File: src/rtl/mc_pkg.sv
// Shared encodings for the multicycle ARM-subset controller: FSM states,
// datapath mux selects, ALU controls, condition codes and DP commands.
package mc_pkg;

    localparam int STATE_BITS = 4;

    typedef enum logic [STATE_BITS-1:0] {
        S_FETCH  = 4'd0,
        S_DECODE = 4'd1,
        S_MEMADR = 4'd2,
        S_MEMRD  = 4'd3,
        S_MEMWB  = 4'd4,
        S_MEMWR  = 4'd5,
        S_EXECR  = 4'd6,
        S_EXECI  = 4'd7,
        S_ALUWB  = 4'd8,
        S_BRANCH = 4'd9
    } state_e;

    localparam logic [1:0] ALU_ADD = 2'b00;
    localparam logic [1:0] ALU_SUB = 2'b01;
    localparam logic [1:0] ALU_AND = 2'b10;
    localparam logic [1:0] ALU_ORR = 2'b11;

    localparam logic [1:0] RES_ALUOUT = 2'b00;
    localparam logic [1:0] RES_DATA   = 2'b01;
    localparam logic [1:0] RES_ALU    = 2'b10;

    localparam logic [1:0] SRCB_RM   = 2'b00;
    localparam logic [1:0] SRCB_IMM  = 2'b01;
    localparam logic [1:0] SRCB_FOUR = 2'b10;

    localparam logic [1:0] OP_DP  = 2'b00;
    localparam logic [1:0] OP_MEM = 2'b01;
    localparam logic [1:0] OP_BR  = 2'b10;

    localparam logic [3:0] CMD_ADD = 4'b0100;
    localparam logic [3:0] CMD_SUB = 4'b0010;
    localparam logic [3:0] CMD_AND = 4'b0000;
    localparam logic [3:0] CMD_ORR = 4'b1100;

    localparam logic [3:0] COND_EQ = 4'h0;
    localparam logic [3:0] COND_NE = 4'h1;
    localparam logic [3:0] COND_CS = 4'h2;
    localparam logic [3:0] COND_CC = 4'h3;
    localparam logic [3:0] COND_MI = 4'h4;
    localparam logic [3:0] COND_PL = 4'h5;
    localparam logic [3:0] COND_VS = 4'h6;
    localparam logic [3:0] COND_VC = 4'h7;
    localparam logic [3:0] COND_HI = 4'h8;
    localparam logic [3:0] COND_LS = 4'h9;
    localparam logic [3:0] COND_GE = 4'hA;
    localparam logic [3:0] COND_LT = 4'hB;
    localparam logic [3:0] COND_GT = 4'hC;
    localparam logic [3:0] COND_LE = 4'hD;
    localparam logic [3:0] COND_AL = 4'hE;

endpackage

File: src/rtl/cond_unit.sv
// Condition evaluation against the NZCV flags register, plus a one-cycle
// delayed copy of the result used to gate the write enables.
import mc_pkg::*;

module cond_unit #(
    parameter int NV_EXECUTES = 0
) (
    input  logic       clk,
    input  logic       reset,
    input  logic [3:0] Cond,
    input  logic [3:0] ALUFlags,
    input  logic [1:0] FlagW,
    output logic       CondEx,
    output logic       cond_ex_q
);

    logic [3:0] flags_q, flags_d;
    logic       cond_ex_d;
    logic       n, z, c, v;

    assign {n, z, c, v} = flags_q;

    always_comb begin
        CondEx = 1'b0;
        case (Cond)
            COND_EQ: CondEx = z;
            COND_NE: CondEx = ~z;
            COND_CS: CondEx = c;
            COND_CC: CondEx = ~c;
            COND_MI: CondEx = n;
            COND_PL: CondEx = ~n;
            COND_VS: CondEx = v;
            COND_VC: CondEx = ~v;
            COND_HI: CondEx = c & ~z;
            COND_LS: CondEx = ~c | z;
            COND_GE: CondEx = (n == v);
            COND_LT: CondEx = (n != v);
            COND_GT: CondEx = ~z & (n == v);
            COND_LE: CondEx = z | (n != v);
            COND_AL: CondEx = 1'b1;
            default: CondEx = (NV_EXECUTES != 0);
        endcase
    end

    always_comb begin
        flags_d   = flags_q;
        cond_ex_d = CondEx;
        if (FlagW[1] && CondEx) flags_d[3:2] = ALUFlags[3:2];
        if (FlagW[0] && CondEx) flags_d[1:0] = ALUFlags[1:0];
    end

    always_ff @(posedge clk) begin
        if (reset) begin
            flags_q   <= 4'b0000;
            cond_ex_q <= 1'b0;
        end else begin
            flags_q   <= flags_d;
            cond_ex_q <= cond_ex_d;
        end
    end

endmodule

File: src/rtl/mc_controller.sv
// Multicycle control unit: sequences the shared-ALU / single-memory datapath
// and gates architectural writes with the registered condition result.
import mc_pkg::*;

module mc_controller #(
    parameter int STATE_W     = 4,
    parameter int NV_EXECUTES = 0
) (
    input  logic               clk,
    input  logic               reset,
    input  logic [19:0]        Instr,
    input  logic [3:0]         ALUFlags,
    output logic               PCWrite,
    output logic               AdrSrc,
    output logic               MemWrite,
    output logic               IRWrite,
    output logic [1:0]         ResultSrc,
    output logic [1:0]         ALUControl,
    output logic               ALUSrcA,
    output logic [1:0]         ALUSrcB,
    output logic [1:0]         ImmSrc,
    output logic [1:0]         RegSrc,
    output logic               RegWrite,
    output logic [STATE_W-1:0] dbg_state
);

    state_e      state_q, state_d;
    logic [3:0]  cond, rd;
    logic [1:0]  op;
    logic [5:0]  funct;
    logic        unused_rn;

    logic        next_pc, branch, reg_w, mem_w, ir_write, alu_op;
    logic        adr_src, alu_src_a;
    logic [1:0]  alu_src_b, result_src, alu_ctrl, flag_w;
    logic        cond_ex, cond_ex_q;

    assign cond      = Instr[19:16];
    assign op        = Instr[15:14];
    assign funct     = Instr[13:8];
    assign rd        = Instr[3:0];
    assign unused_rn = ^Instr[7:4];

    always_ff @(posedge clk) begin
        if (reset) state_q <= S_FETCH;
        else       state_q <= state_d;
    end

    // Illegal codes fall into the default arm: back to FETCH, nothing enabled.
    always_comb begin
        state_d    = S_FETCH;
        next_pc    = 1'b0;
        branch     = 1'b0;
        reg_w      = 1'b0;
        mem_w      = 1'b0;
        ir_write   = 1'b0;
        alu_op     = 1'b0;
        adr_src    = 1'b0;
        alu_src_a  = 1'b0;
        alu_src_b  = SRCB_RM;
        result_src = RES_ALUOUT;
        case (state_q)
            S_FETCH: begin
                state_d    = S_DECODE;
                next_pc    = 1'b1;
                ir_write   = 1'b1;
                alu_src_a  = 1'b1;
                alu_src_b  = SRCB_FOUR;
                result_src = RES_ALU;
            end
            S_DECODE: begin
                alu_src_a  = 1'b1;
                alu_src_b  = SRCB_FOUR;
                result_src = RES_ALU;
                case (op)
                    OP_MEM:  state_d = S_MEMADR;
                    OP_DP:   state_d = funct[5] ? S_EXECI : S_EXECR;
                    OP_BR:   state_d = S_BRANCH;
                    default: state_d = S_FETCH;
                endcase
            end
            S_MEMADR: begin
                state_d   = funct[0] ? S_MEMRD : S_MEMWR;
                alu_src_b = SRCB_IMM;
            end
            S_MEMRD: begin
                state_d = S_MEMWB;
                adr_src = 1'b1;
            end
            S_MEMWB: begin
                result_src = RES_DATA;
                reg_w      = 1'b1;
            end
            S_MEMWR: begin
                adr_src = 1'b1;
                mem_w   = 1'b1;
            end
            S_EXECR: begin
                state_d = S_ALUWB;
                alu_op  = 1'b1;
            end
            S_EXECI: begin
                state_d   = S_ALUWB;
                alu_src_b = SRCB_IMM;
                alu_op    = 1'b1;
            end
            S_ALUWB: begin
                reg_w = 1'b1;
            end
            S_BRANCH: begin
                alu_src_b  = SRCB_IMM;
                result_src = RES_ALU;
                branch     = 1'b1;
            end
            default: begin
                state_d = S_FETCH;
            end
        endcase
    end

    always_comb begin
        alu_ctrl = ALU_ADD;
        flag_w   = 2'b00;
        if (alu_op) begin
            case (funct[4:1])
                CMD_ADD: alu_ctrl = ALU_ADD;
                CMD_SUB: alu_ctrl = ALU_SUB;
                CMD_AND: alu_ctrl = ALU_AND;
                CMD_ORR: alu_ctrl = ALU_ORR;
                default: alu_ctrl = ALU_ADD;
            endcase
            flag_w[1] = funct[0];
            flag_w[0] = funct[0] & ((funct[4:1] == CMD_ADD) | (funct[4:1] == CMD_SUB));
        end
    end

    cond_unit #(
        .NV_EXECUTES(NV_EXECUTES)
    ) u_cond (
        .clk       (clk),
        .reset     (reset),
        .Cond      (cond),
        .ALUFlags  (ALUFlags),
        .FlagW     (flag_w),
        .CondEx    (cond_ex),
        .cond_ex_q (cond_ex_q)
    );

    // Writes use the condition registered one cycle earlier, before any flag update.
    assign PCWrite    = ~reset & (next_pc | (cond_ex_q & (branch | (reg_w & (rd == 4'hF)))));
    assign RegWrite   = ~reset & reg_w & cond_ex_q;
    assign MemWrite   = ~reset & mem_w & cond_ex_q;
    assign IRWrite    = ~reset & ir_write;
    assign AdrSrc     = adr_src;
    assign ResultSrc  = result_src;
    assign ALUControl = alu_ctrl;
    assign ALUSrcA    = alu_src_a;
    assign ALUSrcB    = alu_src_b;
    assign ImmSrc     = op;
    assign RegSrc     = {op == OP_MEM, op == OP_BR};
    assign dbg_state  = STATE_W'(state_q);

endmodule

File: config.mk
export PLATFORM = sky130hd
export DESIGN_NAME = mc_controller
export DESIGN_NICKNAME = d
export VERILOG_FILES = /design/src/rtl/mc_pkg.sv /design/src/rtl/cond_unit.sv /design/src/rtl/mc_controller.sv
export SDC_FILE = /design/constraint.sdc
export NUM_CORES = 1
export LEC_CHECK = 0
export CAP_MARGIN = 10
export CELL_PAD_IN_SITES_DETAIL_PLACEMENT = 0
export CELL_PAD_IN_SITES_GLOBAL_PLACEMENT = 1
export CORE_ASPECT_RATIO = 2
export CORE_UTILIZATION = 31
export DETAILED_ROUTE_END_ITERATION = 8
export GPL_ROUTABILITY_DRIVEN = 0
export MAX_ROUTING_LAYER = met4
export PLACE_DENSITY_LB_ADDON = 0.12
export SLEW_MARGIN = 20
export SYNTH_ARGS = -nofsm -noshare
export SYNTH_HDL_FRONTEND = slang
export SYNTH_HIERARCHICAL = 1
export SYNTH_SLANG_ARGS = --single-unit
File: constraint.sdc
create_clock -name clk -period 3.6 [get_ports clk]
set_input_delay 0.72 -clock clk [delete_from_list [all_inputs] [get_ports clk]]
set_output_delay 0.72 -clock clk [all_outputs]
set_load 0.005 [all_outputs]
Word level (Yosys, flattened, before mapping):

Cells that the tools add are included.

* bits in registers: 9
* latch bits: 0
* RAM bits: 0
* ROM bits: 0
* input port bits: 26
* output and inout bits: 20
* logic and storage cells: 85
* memories: 0

* add/subtract/negate cells: 0
* $mul: 0
* div/mod/pow operators: 0
* order comparisons: 0
* equality and inequality tests: 31
* shift operators: 0
* mux-type cells: 17
* bitwise logic cells: 21
* reduce and logical (&&, ||, !) cells: 12

Operators with widths (number)
* $eq A4 B4 Y1 const B: 11
* $eq A4 B3 Y1 const B: 9
* $eq A4 B2 Y1 const B: 5
* $pmux W4 S5: 1
* $pmux W1 S15: 1
* $logic_not A4 Y1: 3
* $pmux W4 S3: 1
* $and A1 B1 Y1: 11
* $eq A4 B1 Y1 const B: 2
* $mux W1: 8
* $pmux W2 S2: 2
* $reduce_or A2 Y1: 4
* $pmux W2 S3: 1
* $reduce_or A3 Y1: 2
* $not A1 Y1: 5
* $or A1 B1 Y1: 5
* $mux W2: 2
* $mux W3: 1
* $eq A2 B1 Y1 const B: 1
* $eq A2 B2 Y1 const B: 1
* $logic_and A1 B1 Y1: 2
* $logic_not A2 Y1: 1
* $eq A1 B1 Y1: 1
* $ne A1 B1 Y1: 1

Depth between registers and ports, before layout:

Gate-level depths: netlist of the first run.

* depth in word-level cells: 8
* mapped depth: 6
* mapped depth without buffers: 5

Cells and area by module:

The synthesis of the first run kept the hierarchy.

By module, submodules not included
* cond_unit: times used 1, cells an instance 50, area an instance 488.0 um^2, sequential area each 100.1 um^2
* mc_controller: times used 1, cells an instance 61, area an instance 475.5 um^2, sequential area each 80.1 um^2

Worst setup path before layout of the first run:

OpenSTA, ideal clock, no wires.

* kind: input-to-reg
* start: input Instr[18]
* end: register u_cond.cond_ex_q
* library setup time: 112 ps
* arrival: 2031 ps
* data required time: 3488 ps
* setup slack: 1457 ps
* stages on the path: 6
* path buffers: 1
* cells stage by stage: buf_4 > and2_4 > and3_1 > o311a_4 > or3_4 > nor2b_4

* cells in the longest elaborated chain, start to end: 2
* elaborated cells on any way between the ends: 16
* classes of those cells: 14 x eq/ne; 1 x mux; 1 x reduce/logical

Ends and longest elaborated chain
* start: declaration: line mc_controller.sv:11 `input logic [19:0] Instr,`
* $eq A4 B4 Y1 (tied with other cells): line cond_unit.sv:25 `case (Cond)`
* $pmux W1 S15 *: line cond_unit.sv:25
* via cond_ex: line mc_controller.sv:36 `logic cond_ex, cond_ex_q;`
* end signal: assignment: line cond_unit.sv:58 `cond_ex_q <= cond_ex_d;`
* end: declaration: line cond_unit.sv:14 `output logic cond_ex_q`

Mark *: on every way through the listed nets, which the timed path passes. The rest lies on a longest branch.
A chain may end at the register's enable or synchronous reset.

Worst setup path after layout of the first run:

* start: input reset
* end: output IRWrite

* cells in the longest elaborated chain, start to end: 2

Ends and longest elaborated chain
* start: declaration: line mc_controller.sv:10 `input logic reset,`
* $not A1 Y1: line mc_controller.sv:153 `assign IRWrite = ~reset & ir_write;`
* $and A1 B1 Y1: line mc_controller.sv:153
* end: declaration: line mc_controller.sv:16 `output logic IRWrite,`

Every way passes these cells.

==> results.toml, run 1 <==
[synthesis]
synth_flop_cell = "dfxtp_1"
synth_edf_count = 0
yosys.area.top_type_share = 0.1870
synth_area_leaders = "dfxtp_1, nand2b_1, o31ai_4"
syn-instance-count = 111
async_flop_share = 0
synth_largest_area_cell = "dfxtp_1"
yosysUniqueCellTypes = 45
yosys_register_bits = 9
syn_nets = 137
synthesis.area_sq_um = 963.4
seq_area_frac_synth = 0.1870
synth_warnings = 6
avgSynthCellArea_sq_um = 8.679

[critical_path]
startpoint = "reset"
critPathCapture = "IRWrite"
reg2reg_slack_ns = 1.76
crit_path_end_kind = "primary output"
startpoint_type = "primary input"
critPathKind = "primary input to primary output"
timing.rr.end = "u_cond/cond_ex_q"
reg2reg_from = "u_cond/flags_q[3]"
path_max_fanout = 12
reg2regPathDepth = 5
critPathArrivalTime_ns = 2.35
crit_required_ns = 2.88

[die]
start_util = 0.3274
die_h_um = 80.84
die_w_um = 41.42
coreArea_sq_um = 2943
rows = 28
ioPinCount = 46
die_area_sq_um = 3348

[timing]
relSlewSlack = 0.5898
tightest_slew_ns = 0.6145
slew_violations = 0
fin_tns_setup_ns = 0
rsz0062_at_grt = "no"
fmax_mhz = 325.9
hold_viol = 0
fin_crit_sh = 0.8522
min_period_ns = 3.068
setup-violations-final = 0
finalClockSkew_ns = 0.001462

[placement]
numPortBuffers = 41
hpwl_um = 1978

[clocking]
post_cts_buffers = 0
cts_hold_buf = 0
clk_latency_ns = 0.23
htreeDepth = 1
cts_resized = 0
cts_buffer_depth = 2
cts_root_buf = "clkbuf_8"
clock_sink_count = 9
cts_tree = "built"
path_clk_slew_ns = 0.04
numCtsBuffers = 3

[hold_path]
hold_path.class = "flip-flop to flip-flop"
hold_start = "u_cond/flags_q[0]"

[power]
power.density_nw_per_um2 = 249.1
p_total_uw = 346.9
irDropWorstVdd_mv = 0.1785
power.leakage_nw = 0.5106

[route]
drt-total-wl_um = 2401
vias_per_cell = 5.247
wl_per_cell_um = 13.49
post-route-drc-count = 0
ant_nets = 0
vias = 934
dr.pass1.iters = 2
first_iter_violations = 9

[global_route]
grt_pass1_wl_um = 4071
grt_start_max_net_pins = 17
grt_pass1_vias = 932
grt_overflow = 0
antenna_found_initial = 0
grt.total_usage = 0.1582

[final_layout]
antenna_cells = 0
area_growth_pct = 44.55
mostFrequentLayoutCell = "clkdlybuf4s50_1"
final_cell_mix = "clkdlybuf4s50_1, nand2b_1, dfxtp_1"
nets = 175
drive_above_1_share = 0.1216

[flow_run]
cap_violations = 0

[status]
outcome = "finished clean"
area by class of cell:
cell class | count | area [sq um]
tap | 30 | 37.54
timing repair buffer | 42 | 417.9
sequential | 9 | 180.2
inverter | 2 | 7.507
fill | 303 | 1550
multi-input combinational | 91 | 704.4
clock buffer | 4 | 45.04
critical path, cell delays in order:
cell	delay (ns)
clkdlybuf4s50_1	0.44
buf_4	0.20
or3_4	0.36
nor3_2	0.11
clkdlybuf4s50_1	0.52
power by group:
part	switching (mW)	total, mW	internal (mW)
combinational	0.0428	0.114	0.0715
sequential	0.0132	0.117	0.104
clock	0.0383	0.115	0.0770
Yosys cell counts, drive strengths merged, types with 4 or more instances:
cell and number:
nand2b 13, nor2b 4, xor2 4, o21ai 4
xnor2 4, dfxtp 9, mux2i 4, nor3 6
a21oi 4, nor2 8, buf 9, nand2 5
flip-flops by register name, indices dropped and copies added, names as in the netlist:
register / flops
u_cond/flags_q: 4
dbg_state: 4
u_cond/cond_ex_q: 1
kinds of logic (layout without fill, tap and decap cells):
logic type | after synthesis | count (layout) | synth area share
XOR/XNOR | 8 | 8 | 0.08053
multiplexers | 4 | 4 | 0.04156
AND/OR/NAND/NOR | 59 | 59 | 0.4286
flip-flops | 9 | 9 | 0.1870
buffers and inverters | 11 | 48 | 0.08181
AO/OA/AOI/OAI | 20 | 20 | 0.1805
worst min-delay path by stage:
stage,endpoint,cells past startpoint
after floorplan,u_cond/flags_q[1],2
after CTS,u_cond/flags_q[0],2
final,u_cond/flags_q[0],2
after global routing,u_cond/flags_q[1],2
after detailed placement,u_cond/flags_q[0],2
after global placement,u_cond/flags_q[0],2
per-layer routing:
metal	wire length [um]	track usage	up-vias
met5	0	-	-
met4	27	0.06774	0
met3	61	0.01333	2
met2	1522	0.3313	25
met1	790	0.1346	435
li1	-	-	472
per-stage QoR:
stage / cells / setup WS, ns / utilization / hold WS, ns / instance area [sq um]
2_1_floorplan: 111 / 1.457 / - / 0.4630 / 963.4
4_1_cts: 178 / 0.5059 / 0.4732 / 0.5250 / 1393
6_report: 178 / 0.5320 / 0.4732 / 0.5232 / 1393
5_1_grt: 178 / 0.4771 / 0.4732 / 0.5568 / 1393
3_3_place_gp: 174 / 0.5247 / 0.4579 / 0.5015 / 1348
3_5_place_dp: 174 / 0.5080 / 0.4579 / 0.5118 / 1348
Power figures use the tool's default switching activity.
==> run 2: changes to the inputs <==
CORE_UTILIZATION = 32   (was 31)
CTS_BUF_LIST = sky130_fd_sc_hd__clkbuf_4   (was default)
==> run 2 against run 1 <==
Effect of this change: clock skew hardly changed; largest cell class unchanged; total power is 8.3% lower; highest routed layer unchanged; sequential power hardly changed; die area is 3.0% lower; via count is 0.96% higher; critical endpoint unchanged; clock-buffer cell count stayed put; first-iteration DRC count is 56% higher; sequential share of layout area is 0.15 points higher; sequential cell count stayed put; cell count is 0.56% lower; final area is 1.2% lower.
==> results.toml, run 2 (synthesized netlist as in run 1, its figures left out) <==
[status]
outcome = "finished clean"

[critical_path]
critPathArrivalTime_ns = 2.32
reg2regPathDepth = 5
reg2reg_slack_ns = 1.81
reg2reg_from = "u_cond/flags_q[3]"
crit_required_ns = 2.88
startpoint_type = "primary input"
critPathKind = "primary input to primary output"
crit_path_end_kind = "primary output"
timing.rr.end = "u_cond/cond_ex_q"
path_max_fanout = 12

[route]
drt-total-wl_um = 2334
first_iter_violations = 14
vias = 943
vias_per_cell = 5.328
wl_per_cell_um = 13.19
post-route-drc-count = 0
dr.pass1.iters = 3
ant_nets = 0

[clocking]
path_clk_slew_ns = 0.06
post_cts_buffers = 0
cts_root_buf = "clkbuf_4"
cts_hold_buf = 0
numCtsBuffers = 3
clk_latency_ns = 0.26
htreeDepth = 1
clock_sink_count = 9
cts_tree = "built"
cts_resized = 0
cts_buffer_depth = 2

[power]
intPower_uw = 225.4
swShare = 0.2912
power.density_nw_per_um2 = 231.1
clock_power_share = 0.275
power_frac_seq = 0.368
power.leakage_nw = 0.5063
p_comb_frac = 0.358
power.switching_uw = 92.60
irDropWorstVdd_mv = 0.1098

[die]
die_area_sq_um = 3247
ioPinCount = 46
die_w_um = 40.80
rows = 27
die_h_um = 79.60
coreArea_sq_um = 2804
start_util = 0.3436

[hold_path]
hold_path_end = "u_cond/flags_q[0]"
holdPathStages = 2
hold_path.class = "flip-flop to flip-flop"
hold_start = "u_cond/flags_q[0]"

[timing]
finalClockSkew_ns = 0.001485
fin_tns_setup_ns = 0
tightest_slew_ns = 0.5984
fmax_mhz = 328.6
rsz0062_at_grt = "no"
slew_violations = 0
relSlewSlack = 0.6005
hold_viol = 0
min_period_ns = 3.043
setup-violations-final = 0
fin_crit_sh = 0.8453

[final_layout]
area_growth_pct = 42.86
stdcell_area_sq_um = 1376
nets = 175
mostFrequentLayoutCell = "clkdlybuf4s50_1"
instances_no_fill = 177
final_cell_mix = "clkdlybuf4s50_1, nand2b_1, dfxtp_1"
drive_above_1_share = 0.1284
antenna_cells = 0

[global_route]
grt_pass1_vias = 908
grt_pass1_wl_um = 3698
grt_start_max_net_pins = 17
antenna_found_initial = 0
grt.total_usage = 0.1621
grt_overflow = 0

[placement]
hpwl_um = 1947
dp.cells = 173
place_area_sq_um = 1346
numPortBuffers = 41

[flow_run]
cap_violations = 0
## run 2: cell counts in the layout (fill, tap and decap cells not counted)
No cell type changed its count.
## run 2: cell type report
cell class                 count  area (sq um)
clock buffer                   4         30.03
fill                         285          1428
inverter                       2         7.507
multi-input combinational     91         704.4
sequential                     9         180.2
tap                           29         36.28
timing repair buffer          42         417.9
## run 2: worst max-delay path, cell delays in order
cell and delay (ns):
clkdlybuf4s50_1 0.43, buf_4 0.19, or3_4 0.36, nor3_2 0.11
clkdlybuf4s50_1 0.52
## run 2: metrics by stage
step	power [mW]	hold WS [ns]	util	setup WS (ns)
6_report	0.3180	0.5232	0.4909	0.5568
5_1_grt	0.3412	0.5553	0.4909	0.4566
4_1_cts	0.3256	0.5265	0.4909	0.5299
3_5_place_dp	0.2345	0.5146	0.4801	0.5305
3_3_place_gp	0.2326	0.5103	0.4801	0.5382
2_1_floorplan	0.1764	0.4630	-	1.457
## run 2: worst max path at each step
| stage | start | endpoint | cells past startpoint |
|---|---|---|---|
| after CTS | reset | IRWrite | 5 |
| after floorplan | Instr[18] | u_cond/cond_ex_q | 6 |
| after global routing | reset | IRWrite | 5 |
| after detailed placement | reset | IRWrite | 5 |
| after global placement | reset | IRWrite | 5 |
| final | reset | IRWrite | 5 |
## run 2: layer usage
metal / vias to the layer above / GRT usage / share of wire
li1: 476 / - / -
met1: 443 / 0.1392 / 0.34
met2: 22 / 0.3125 / 0.63
met3: 2 / 0.01671 / 0.024
met4: 0 / 0.06000 / 0.0090
met5: - / - / 0
## run 2: power groups by stage
stage	sequential (mW)	combinational [mW]	clock, mW
finish	0.117	0.114	0.0873
global route	0.118	0.126	0.0973
CTS	0.117	0.116	0.0931
detailed placement	0.119	0.115	0
global placement	0.119	0.113	0
floorplan	0.111	0.0655	0
==> run 3: changes to the inputs <==
CORE_UTILIZATION = 27   (was 32)
clock period = 2.7 ns   (was 3.6 ns; I/O delays follow)
==> run 3 against run 2 <==
Effect of this change: the run now ends with DRC left; register-to-register slack worse by 0.89 ns; sequential power rose by 32%; core utilization decreased by 6.0 points; non-clock buffer count up 8; via count grew 1.4%; highest routed layer unchanged.
==> results.toml, run 3 (synthesized netlist as in run 1, its figures left out) <==
[status]
outcome = "finished, violations left"
violations = "DRC"

[clocking]
path_clk_slew_ns = 0.06
cts_tree = "built"
cts_hold_buf = 0
htreeDepth = 1
clk_latency_ns = 0.26
cts_resized = 0
numCtsBuffers = 3
cts_buffer_depth = 2
cts_root_buf = "clkbuf_4"
clock_sink_count = 9
post_cts_buffers = 0

[final_layout]
final_cell_mix = "clkdlybuf4s50_1, nand2b_1, dfxtp_1, buf_4, nor2_1"
nets = 183
mostFrequentLayoutCell = "clkdlybuf4s50_1"
drive_above_1_share = 0.1795
instances_no_fill = 204
antenna_cells = 0
area_growth_pct = 52.60

[critical_path]
path_max_fanout = 10
critPathArrivalTime_ns = 1.96
crit_path_end_kind = "primary output"
cpPeakStageDelay_ns = 0.58
crit_chain = "nor2b_1 > nand3b_2 > nor3_1 > clkdlybuf4s50_1"
slowest_stage = "dfxtp_1"
critPathKind = "flip-flop to primary output"
crit_required_ns = 2.16
startpoint_type = "flip-flop"

[die]
die_w_um = 44.24
coreArea_sq_um = 3416
die_area_sq_um = 3826
start_util = 0.2821
ioPinCount = 46
die_h_um = 86.48
rows = 30

[timing]
fin_tns_setup_ns = 0
slew_violations = 0
finalClockSkew_ns = 0.003178
fin_crit_sh = 0.9241
fmax_mhz = 400.8
setup-violations-final = 0
hold_viol = 0
rsz0062_at_grt = "no"
tightest_slew_ns = 0.5427
min_period_ns = 2.495
relSlewSlack = 0.6377

[power]
power.density_nw_per_um2 = 293.5
p_total_uw = 431.5
power.leakage_nw = 0.5604
irDropWorstVdd_mv = 0.1707

[global_route]
grt.total_usage = 0.1456
grt_overflow = 0
grt_pass1_vias = 955
antenna_found_initial = 0
grt_start_max_net_pins = 15
grt_pass1_wl_um = 4174

[route]
drt-total-wl_um = 2450
wl_per_cell_um = 12.01
first_iter_violations = 31
vias_per_cell = 4.686
post-route-drc-count = 2
dr.pass1.iters = 6
ant_nets = 0
vias = 956

[placement]
hpwl_um = 2043
numPortBuffers = 41
dp.cells = 200

[flow_run]
cap_violations = 0

[hold_path]
hold_path.class = "flip-flop to flip-flop"
-- run 3: cell count changes in the layout (fill, tap and decap cells not counted), sizes merged --
cell | previous run | this run
clkdlybuf4s50 | 41 | 40
dlymetal6s2s | 0 | 1
buf | 1 | 9
-- run 3: layer usage --
layer  track usage  wire length [um]
met5             -                 0
met4       0.05785                23
met3       0.01458                77
met2        0.2821              1481
met1        0.1361               868
-- run 3: area by class of cell --
cell class / instances / area (sq um)
sequential: 9 / 180.2
fill: 363 / 1946
multi-input combinational: 91 / 711.9
inverter: 2 / 7.507
clock buffer: 4 / 30.03
tap: 48 / 60.06
timing repair buffer: 50 / 480.5
-- run 3: worst paths after layout --
path / from / to / slack, ns / cells after the start
max: dbg_state[2] / ALUControl[1] / 0.20 / 4
min: u_cond/flags_q[1] / u_cond/flags_q[1] / 0.53 / 2
min reg2reg: u_cond/flags_q[1] / u_cond/flags_q[1] / 0.53 / 2
max reg2reg: u_cond/flags_q[3] / u_cond/cond_ex_q / 0.92 / 5
-- run 3: where the power goes --
group	internal [mW]	switching, mW
logic	0.104	0.0608
registers	0.138	0.0168
clock network	0.0669	0.0450
total	0.309	0.123
-- run 3: worst max-delay path: cells and delay by family, from the launching register on --
family	cells	cell delay [ns]
flip-flops	1	0.58
AND/OR/NAND/NOR	3	0.59
buffers and inverters	1	0.53
-- run 3: metrics by stage --
stage,area (sq um),setup slack [ns],hold slack (ns),utilization
after floorplan,963.4,0.7375,0.4630,-
after global placement,1430,-0.004332,0.5112,0.4187
after detailed placement,1430,0.007221,0.5266,0.4187
after CTS,1460,0.002654,0.5369,0.4275
after global routing,1470,0.07384,0.5537,0.4304
final,1470,0.2048,0.5316,0.4304
